[src/rtl/result_mem_reader.sv]
// Streams COUNT words out of result memory starting at a base address.
// Valid/ready output with last flag; done pulses once per completed transfer.
module result_mem_reader #(
  parameter int ADDR_W = 7,
  parameter int DATA_W = 32
) (
  input  logic              clk,
  input  logic              rst,
  input  logic              start,
  input  logic [ADDR_W-1:0] base_addr,
  input  logic [ADDR_W:0]   count,
  output logic [ADDR_W-1:0] Ar,
  input  logic [DATA_W-1:0] mem_rd_data,
  output logic [DATA_W-1:0] out_data,
  output logic              out_valid,
  input  logic              out_ready,
  output logic              out_last,
  output logic              busy,
  output logic              done
);

  typedef enum logic [1:0] {
    IDLE  = 2'd0,
    READ  = 2'd1,
    DRAIN = 2'd2
  } state_e;

  localparam logic [ADDR_W:0] REM_ONE = (ADDR_W+1)'(1);

  state_e            state_q, state_d;
  logic [ADDR_W-1:0] addr_q, addr_d;
  logic [ADDR_W:0]   rem_q, rem_d;
  logic [ADDR_W-1:0] ar_q, ar_d;
  logic [DATA_W-1:0] out_data_q, out_data_d;
  logic              out_valid_q, out_valid_d;
  logic              out_last_q, out_last_d;
  logic              done_q, done_d;
  logic              busy_q, busy_d;
  logic              load;
  logic              hs;

  assign hs   = out_valid_q && out_ready;
  assign load = (state_q == READ) && (!out_valid_q || out_ready);

  always_ff @(posedge clk) begin
    if (rst) begin
      state_q     <= IDLE;
      addr_q      <= '0;
      rem_q       <= '0;
      ar_q        <= '0;
      out_data_q  <= '0;
      out_valid_q <= 1'b0;
      out_last_q  <= 1'b0;
      done_q      <= 1'b0;
      busy_q      <= 1'b0;
    end else begin
      state_q     <= state_d;
      addr_q      <= addr_d;
      rem_q       <= rem_d;
      ar_q        <= ar_d;
      out_data_q  <= out_data_d;
      out_valid_q <= out_valid_d;
      out_last_q  <= out_last_d;
      done_q      <= done_d;
      busy_q      <= busy_d;
    end
  end

  always_comb begin
    state_d = state_q;
    unique case (state_q)
      IDLE: begin
        if (start && count != '0) state_d = READ;
      end
      READ: begin
        if (load && rem_q == REM_ONE) state_d = DRAIN;
      end
      DRAIN: begin
        if (hs) state_d = IDLE;
      end
      default: state_d = IDLE;
    endcase
  end

  always_comb begin
    addr_d      = addr_q;
    rem_d       = rem_q;
    out_data_d  = out_data_q;
    out_valid_d = out_valid_q;
    out_last_d  = out_last_q;
    done_d      = 1'b0;
    unique case (state_q)
      IDLE: begin
        if (start) begin
          addr_d = base_addr;
          rem_d  = count;
          done_d = (count == '0);
        end
      end
      READ: begin
        if (load) begin
          out_data_d  = mem_rd_data;
          out_valid_d = 1'b1;
          out_last_d  = (rem_q == REM_ONE);
          addr_d      = addr_q + ADDR_W'(1);
          rem_d       = rem_q - REM_ONE;
        end
      end
      DRAIN: begin
        if (hs) begin
          out_valid_d = 1'b0;
          out_last_d  = 1'b0;
          done_d      = 1'b1;
        end
      end
      default: ;
    endcase
    // Ar tracks the fetch pointer in READ, then freezes on the last word
    unique case (state_d)
      READ:    ar_d = addr_d;
      DRAIN:   ar_d = ar_q;
      default: ar_d = '0;
    endcase
    busy_d = (state_d != IDLE);
  end

  assign Ar        = ar_q;
  assign out_data  = out_data_q;
  assign out_valid = out_valid_q;
  assign out_last  = out_last_q;
  assign busy      = busy_q;
  assign done      = done_q;

endmodule

[config.mk]
export PLATFORM = sky130hd
export DESIGN_NAME = result_mem_reader
export DESIGN_NICKNAME = d
export VERILOG_FILES = /design/src/rtl/result_mem_reader.sv
export SDC_FILE = /design/constraint.sdc
export NUM_CORES = 1
export LEC_CHECK = 0
export BUFFER_PORTS_ARGS = -buffer_cell sky130_fd_sc_hd__buf_2
export CORE_MARGIN = 2
export CORE_UTILIZATION = 49
export DETAILED_ROUTE_END_ITERATION = 12
export PLACE_DENSITY = 0.8
export SYNTH_ARGS = -nofsm -noshare
export SYNTH_HDL_FRONTEND = slang
export SYNTH_SLANG_ARGS = --single-unit
[constraint.sdc]
create_clock -name clk -period 2.3 [get_ports clk]
set_clock_uncertainty 0.1 [all_clocks]
set_input_delay 0.115 -clock clk [delete_from_list [all_inputs] [get_ports clk]]
set_output_delay 0.115 -clock clk [all_outputs]
set_load 0.01 [all_outputs]
==> qor.txt, run 1 <==
Final Slew Violations: 0
Diode count: 0
Filler cell count: 394
Standard-cell rows: 26
Total grt overflow: 0
Largest driver fanout on the critical path: 10
DRT antenna net count: 0
CTS tree: done
Proportion of synthesized flip-flops having asynchronous set or reset: 0%
Most used standard cell by instance count after synthesis: sky130_fd_sc_hd__nand2_1
Bufs on Longest Clock Path: 2
Worst-Margin Slew: 0.4572 ns
Hold Path Class: in2reg
Maximum operating frequency: 484.3 MHz
Worst slew slack as a fraction of its limit: 69.52%
Total cell area at the placement stage: 3037 um^2
Antenna violations before repair: 0
Global-route wire length before repair: 10430 um
Vias after detailed routing: 2633
Flip-flop and latch count after synthesis: 60
Summed instance area of the synthesized netlist: 2530 um^2
Unique cell type count in the Yosys netlist: 46
Setup slack of the critical path after layout: 0.2352 ns
Number of violations of the max-capacitance limit: 0
Period utilization: 89.78%
Clock sink count: 60
Largest voltage drop on the vdd net: 583.5 uV
Last weighted congestion value of the routability-driven placer: 0.8808
Crit path launch type: register
Number of clock buffers inserted by TritonCTS: 9
Horizontal die dimension: 75.86 um
Effective utilization at floorplan: 50.17%
Standard cell core area: 5042 um^2
Share of the synthesized area in the top cell type: 47.48%
Die Footprint: 5754 um^2
Run status: completed
Detailed router's first-iteration violation count: 136
EDFF count, synth: 0
Area delta synth->final: 41.59%
Fin. Hold Viols: 0
Mapped Cells: 314
Hold Worst Slack: 0.02464 ns
Ordered cell list for the critical path: buf_4 > nand2b_1 > nor4_1 > xor2_1 > a221oi_1 > o32ai_1
Worst slack after detailed placement: 0.2765 ns
Required time reported for the critical path endpoint: 2.40 ns
Gate family responsible for the most delay along the worst path: simple AND/OR/NAND/NOR gates
IO Count: 94
Count of input and output buffers: 93
Setup tns final: 0 ns
Crit. End Element: register
Post-route DRC: 0
Drt wl/cell: 13.60 um
Reg area: 1201 um^2
Chip height: 75.86 um
Buffers plus inverters on the worst setup path: 1
Start-to-end type of the worst setup path: reg2reg
Cell types occupying the most area after synthesis: sky130_fd_sc_hd__dfxtp_1, sky130_fd_sc_hd__nand2_1, sky130_fd_sc_hd__a21oi_1, sky130_fd_sc_hd__nor2_1, sky130_fd_sc_hd__clkbuf_1
Nets@finish: 489
Cell accounting for the most synthesized area: sky130_fd_sc_hd__dfxtp_1
1st-pass router iterations: 4
Number of global-route vias before repair: 2370
Total global routing track utilization: 23.88%
Power density of the placed cells: 765.4 nW/um^2
Ranking of synthesized cells by instance count: sky130_fd_sc_hd__nand2_1, sky130_fd_sc_hd__dfxtp_1, sky130_fd_sc_hd__a21oi_1, sky130_fd_sc_hd__nor2_1, sky130_fd_sc_hd__clkbuf_1
Setup repair after global routing missed its margin: false
Clk_lat worst skew: 0.33 ns
Area of the multi-input gates: 1195 um^2
Critical-path top delay cell: sky130_fd_sc_hd__nor4_1
Vias per Instance: 5.163
Sequential area share after synthesis: 47.48%
PnR Total Power: 2742 uW
Register-to-register setup slack: 0.24 ns
Number of failing setup endpoints in the final timing report: 0
Largest net degree at the start of global routing: 40
Commonest register cell after synthesis: sky130_fd_sc_hd__dfxtp_1
HPWL after DPL: 4530 um
Final design area excluding fillers: 3582 um^2
Time the final worst path needs with I/O delays and setup: 2.065 ns
Number of warnings printed during yosys synthesis: 0
Root buffer cell: sky130_fd_sc_hd__clkbuf_8
WP data arrival: 2.17 ns
Number of nets in the synthesized netlist: 368
Largest stage delay on the critical path: 0.42 ns
Clk pin slew, worst setup/hold paths: 0.07 ns
Synth Area per Inst: 8.057 um^2
Final routed wirelength across all metal layers: 6935 um
CTS H-Tree Depth: 3
Leakage component of the power: 0.001603 uW
Cells resized by post-CTS repair: 0
Share of cells above drive strength 1: 27.95%
[cell usage in the layout (no fill, tap or decap), types with 2 or more instances in the layout]
| cell | instances |
|---|---|
| sky130_fd_sc_hd__nor3_1 | 8 |
| sky130_fd_sc_hd__nor2b_1 | 2 |
| sky130_fd_sc_hd__inv_1 | 8 |
| sky130_fd_sc_hd__o2bb2ai_1 | 2 |
| sky130_fd_sc_hd__a22oi_1 | 3 |
| sky130_fd_sc_hd__buf_4 | 7 |
| sky130_fd_sc_hd__dfxtp_1 | 60 |
| sky130_fd_sc_hd__a2bb2oi_1 | 3 |
| sky130_fd_sc_hd__and3_1 | 2 |
| sky130_fd_sc_hd__nor4_1 | 3 |
| sky130_fd_sc_hd__clkinv_4 | 2 |
| sky130_fd_sc_hd__a22o_1 | 6 |
| sky130_fd_sc_hd__dlygate4sd3_1 | 32 |
| sky130_fd_sc_hd__nand2_1 | 77 |
| sky130_fd_sc_hd__clkinv_2 | 3 |
| sky130_fd_sc_hd__nor2_1 | 19 |
| sky130_fd_sc_hd__clkbuf_8 | 10 |
| sky130_fd_sc_hd__nand3_1 | 5 |
| sky130_fd_sc_hd__xor2_1 | 2 |
| sky130_fd_sc_hd__buf_2 | 93 |
| sky130_fd_sc_hd__a21oi_1 | 48 |
| sky130_fd_sc_hd__bufinv_16 | 2 |
| sky130_fd_sc_hd__o22ai_1 | 2 |
| sky130_fd_sc_hd__a32oi_1 | 2 |
| sky130_fd_sc_hd__a211oi_1 | 3 |
| sky130_fd_sc_hd__ha_1 | 3 |
| sky130_fd_sc_hd__o32ai_1 | 2 |
| sky130_fd_sc_hd__or4_1 | 2 |
| sky130_fd_sc_hd__nand2b_1 | 3 |
| sky130_fd_sc_hd__o21ai_0 | 7 |
[sequential cells by signal, indices dropped and copies added (netlist names)]
| register | cells |
|---|---|
| addr_q | 7 |
| rem_q | 8 |
| Ar | 7 |
| state_q | 2 |
| busy | 1 |
| out_data | 32 |
| out_valid | 1 |
| out_last | 1 |
| done | 1 |
[final cells by class]
class / count / area share, %
Sequential cell: 60 / 33.53
Multi-Input combinational cell: 223 / 33.36
Timing Repair Buffer: 132 / 23.40
Clock buffer: 10 / 3.842
Clock inverter: 6 / 2.445
Tap cell: 70 / 2.445
Inverter: 9 / 0.9780
[worst register-to-register path: stages (launching register included)]
cell	delay (ns)
sky130_fd_sc_hd__dfxtp_1	0.40
sky130_fd_sc_hd__buf_4	0.17
sky130_fd_sc_hd__nand2b_1	0.22
sky130_fd_sc_hd__nor4_1	0.42
sky130_fd_sc_hd__xor2_1	0.11
sky130_fd_sc_hd__a221oi_1	0.39
sky130_fd_sc_hd__o32ai_1	0.14
[repair_timing]
action,CTS,global route
hold buffers,32,0
setup buffers,0,0
hold endpoints to repair,32,0
[metal layers]
metal  track usage [%]  vias up  part of all wire, %
li1                  -     1326                    -
met1             28.58     1210                   42
met2             41.28       85                   51
met3             5.820       12                  6.1
met4             8.967        0                  1.2
met5                 0        -                    0
[stage by stage]
step	cells	utilization [%]
6_report	510	71.04
5_1_grt	510	71.04
4_1_cts	510	71.04
3_5_place_dp	462	60.22
3_3_place_gp	462	60.22
2_1_floorplan	314	-
[final timing paths]
| path | start | end | cells past startpoint |
|---|---|---|---|
| worst max-delay path | state_q[0]$_SDFF_PP0_ | Ar[6]$_SDFFE_PP0P_ | 6 |
| worst min-delay path | base_addr[3] | addr_q[3]$_SDFF_PP0_ | 3 |
| worst max register to register | state_q[0]$_SDFF_PP0_ | Ar[6]$_SDFFE_PP0P_ | 6 |
| worst min register to register | out_data[22]$_SDFFE_PP0P_ | out_data[22]$_SDFFE_PP0P_ | 2 |
[kinds of logic after synthesis]
| group | count (synthesis) | synth area share [%] |
|---|---|---|
| buffers and inverters | 31 | 5.390 |
| AND/OR/NAND/NOR | 129 | 22.75 |
| flip-flops | 60 | 47.48 |
| XOR/XNOR | 2 | 0.6925 |
| AO/OA/AOI/OAI | 88 | 21.76 |
| multiplexers | 1 | 0.4451 |
| adder cells (fa/ha/maj) | 3 | 1.484 |
[report_power, final]
part / switching (uW) / internal [uW] / leakage [uW]
Sequential: 56.8 / 1120 / 0.000492
Clock: 426 / 639 / 0.000116
Combinational: 276 / 225 / 0.000995
Note: power is estimated with default switching activity, not from simulation.
==> inputs of run 2 (changes only) <==
- ABC_AREA: default -> 1
- PLACE_DENSITY: 0.8 -> 0.79
==> run 2 against run 1 <==
Compared with the run above: synthesized area increased by 0.84%; combinational power rose by 9.8%; setup slack better by 0.086 ns; critical endpoint is now busy$_SDFF_PP0_; largest power group unchanged.
==> qor.txt, run 2 <==
Post-route DRC: 0 (unchanged)
Vias after detailed routing: 2731 (+3.7%)
EDFF count, synth: 0 (unchanged)
Drt wl/cell: 12.59 um (-7.4%)
Clk pin slew, worst setup/hold paths: 0.07 ns (about the same)
Buffers plus inverters on the worst setup path: 1 (unchanged)
Met3 WL post-DR: 466 um (+11%)
Crit. End Element: register
Time the final worst path needs with I/O delays and setup: 1.979 ns (-0.08576 ns)
Cell accounting for the most synthesized area: sky130_fd_sc_hd__dfxtp_1
Antenna violations before repair: 0 (unchanged)
Standard-cell rows: 26 (unchanged)
Number of nets in the synthesized netlist: 410 (+11%)
Count of input and output buffers: 93 (unchanged)
Uppermost layer routed: met4
Last weighted congestion value of the routability-driven placer: 0.8371 (-5.0%)
Required time reported for the critical path endpoint: 2.42 ns (+0.02 ns)
Chip height: 76.16 um (+0.40%)
HPWL after DPL: 4482 um (-1.1%)
Worst slew slack as a fraction of its limit: 32.90% (-37 points)
1st-pass router iterations: 4 (unchanged)
Synth Area per Inst: 7.166 um^2 (-11%)
Number of failing setup endpoints in the final timing report: 0 (unchanged)
Share of cells above drive strength 1: 25.10% (-2.9 points)
Largest voltage drop on the vdd net: 512.9 uV (-12%)
Horizontal die dimension: 76.16 um (+0.40%)
Final routed wirelength across all metal layers: 6999 um (+0.92%)
Leading cell type in the layout, fill and taps excluded: sky130_fd_sc_hd__buf_2
Critical-path top delay cell: sky130_fd_sc_hd__dfxtp_1
Sum of routed wire segments on met1: 3065 um (+4.7%)
Clock sink count: 60 (unchanged)
Total global routing track utilization: 25.18% (+1.3 points)
DRT antenna net count: 0 (unchanged)
Effective utilization at floorplan: 50.27% (+0.098 points)
Run status: completed
Vias per Instance: 4.912 (-4.9%)
Largest driver fanout on the critical path: 16 (+6)
Filler cell count: 433 (+9.9%)
Sequential area share after synthesis: 47.08% (-0.40 points)
Bufs on Longest Clock Path: 2 (unchanged)
Worst-Margin Slew: 1.005 ns (+0.5482 ns)
Setup repair after global routing missed its margin: false
Area delta synth->final: 40.56%
IO Count: 94 (unchanged)
Mapped Cells: 356 (+13%)
Number of warnings printed during yosys synthesis: 0 (unchanged)
Nets@finish: 536 (+9.6%)
CTS H-Tree Depth: 3 (unchanged)
Number of violations of the max-capacitance limit: 0 (unchanged)
Global-route wire length before repair: 11830 um (+13%)
Met2 WL post-DR: 3349 um (-4.5%)
Largest net degree at the start of global routing: 40 (unchanged)
Power density of the placed cells: 746.1 nW/um^2 (-2.5%)
Final Slew Violations: 0 (unchanged)
CTS tree: done
Share of the synthesized area in the top cell type: 47.08% (-0.40 points)
Cell types occupying the most area after synthesis: sky130_fd_sc_hd__dfxtp_1, sky130_fd_sc_hd__nor2_1, sky130_fd_sc_hd__nand2_1, sky130_fd_sc_hd__o21ai_0, sky130_fd_sc_hd__inv_1
Leakage component of the power: 0.001784 uW (+11%)
Crit path launch type: register
Gate family responsible for the most delay along the worst path: simple AND/OR/NAND/NOR gates
Commonest cells after routing, fill and taps aside: sky130_fd_sc_hd__buf_2, sky130_fd_sc_hd__nor2_1, sky130_fd_sc_hd__nand2_1
Fin. Hold Viols: 0 (unchanged)
Detailed router's first-iteration violation count: 263 (+93%)
Period utilization: 86.05% (-3.7 points)
Number of clock buffers inserted by TritonCTS: 9 (unchanged)
Ordered cell list for the critical path: nand2_2 > nor2_4 > nand4_4 > nand2_1 > nand2_2 > nand2_1 > inv_1 > or2_1
Flip-flop and latch count after synthesis: 60 (unchanged)
Number of global-route vias before repair: 2576 (+8.7%)
Die Footprint: 5800 um^2 (+0.79%)
Max reg flops: 32 (unchanged)
Root buffer cell: sky130_fd_sc_hd__clkbuf_8
Unique cell type count in the Yosys netlist: 31 (-33%)
Proportion of synthesized flip-flops having asynchronous set or reset: 0% (unchanged)
PnR Total Power: 2675 uW (-2.4%)
Maximum operating frequency: 505.3 MHz (+4.3%)
Largest stage delay on the critical path: 0.42 ns (about the same)
Clk_lat worst skew: 0.33 ns (about the same)
WP data arrival: 2.10 ns (-0.07 ns)
Ranking of synthesized cells by instance count: sky130_fd_sc_hd__nor2_1, sky130_fd_sc_hd__nand2_1, sky130_fd_sc_hd__dfxtp_1, sky130_fd_sc_hd__o21ai_0, sky130_fd_sc_hd__inv_1
Most used standard cell by instance count after synthesis: sky130_fd_sc_hd__nor2_1
Total grt overflow: 0 (unchanged)
Summed instance area of the synthesized netlist: 2551 um^2 (+0.84%)
Hold Path Class: in2reg
Setup tns final: 0 ns (unchanged)
Register-to-register setup slack: 0.32 ns (+0.09 ns)
Post-CTS repair timing setup buffer count: 0 (unchanged)
Diode count: 0 (unchanged)
Start-to-end type of the worst setup path: reg2reg
Commonest register cell after synthesis: sky130_fd_sc_hd__dfxtp_1
Standard cell core area: 5075 um^2 (+0.65%)
[run 2: cell types whose count changed after synthesis, sizes merged, moves of 6 or more]
cell	change
a21oi	-32
a22o	-6
clkbuf	-6
inv	+21
nand2	-12
nand3	+12
nor2	+65
nor3	-6
o21ai	+42
[run 2: kinds of logic after synthesis]
| kind of cell | count (synthesis) | share of synthesized area, % |
|---|---|---|
| XOR/XNOR | 1 | 0.3434 |
| flip-flops | 60 | 47.08 |
| AND/OR/NAND/NOR | 174 | 28.54 |
| adder cells (fa/ha/maj) | 3 | 1.471 |
| buffers and inverters | 44 | 6.964 |
| AO/OA/AOI/OAI | 74 | 15.60 |
[run 2: metal layers]
metal | track usage [%] | vias up
met1 | 31.78 | 1212
met2 | 41.43 | 112
met3 | 6.517 | 12
li1 | - | 1395
met5 | 0 | -
met4 | 9.818 | 0
[run 2: timing repair]
item,CTS,global route
endpoints found under the hold margin,33,0
endpoints found under the setup margin,0,0
resized for setup,0,0
hold buffers,33,0
[run 2: stage by stage]
| step | utilization [%] | area (um^2) | instances | setup slack (ns) | hold slack, ns |
|---|---|---|---|---|---|
| global placement | 60.40 | 3065 | 508 | 0.4542 | 0.2340 |
| floorplan | - | 2551 | 356 | 0.8015 | 0.1499 |
| global route | 70.66 | 3586 | 556 | 0.1588 | 0.02946 |
| finish | 70.66 | 3586 | 556 | 0.3209 | 0.009967 |
| CTS | 70.66 | 3586 | 556 | 0.3332 | 0.008008 |
| detailed placement | 60.40 | 3065 | 508 | 0.3701 | 0.2420 |
[run 2: worst reg2reg max path, cell delays in order, from the launching register on]
cell and delay, ns:
sky130_fd_sc_hd__dfxtp_1 0.42, sky130_fd_sc_hd__nand2_2 0.23, sky130_fd_sc_hd__nor2_4 0.38, sky130_fd_sc_hd__nand4_4 0.16
sky130_fd_sc_hd__nand2_1 0.11, sky130_fd_sc_hd__nand2_2 0.11, sky130_fd_sc_hd__nand2_1 0.10, sky130_fd_sc_hd__inv_1 0.08
sky130_fd_sc_hd__or2_1 0.20
[run 2: area by class of cell]
cell class | count | area, um^2 | share of cell area (%)
clock buffer | 10 | 137.6 | 3.838
clock inverter | 5 | 52.55 | 1.465
inverter | 29 | 108.9 | 3.036
multi-input combinational | 252 | 1172 | 32.69
sequential | 60 | 1201 | 33.50
tap | 70 | 87.58 | 2.442
timing repair buffer | 130 | 825.8 | 23.03
[run 2: worst paths after layout]
| kind | startpoint | to | depth (start not counted) |
|---|---|---|---|
| worst max-delay path | state_q[0]$_SDFF_PP0_ | busy$_SDFF_PP0_ | 8 |
| worst min-delay path | base_addr[1] | addr_q[1]$_SDFF_PP0_ | 3 |
| worst max register to register | state_q[0]$_SDFF_PP0_ | busy$_SDFF_PP0_ | 8 |
| worst min register to register | Ar[3]$_SDFFE_PP0P_ | Ar[3]$_SDFFE_PP0P_ | 2 |
[run 2: power breakdown]
group / internal, uW / switching, uW / total [uW]
Clock: 518 / 400 / 918
Sequential: 1140 / 66.7 / 1210
Combinational: 227 / 322 / 549
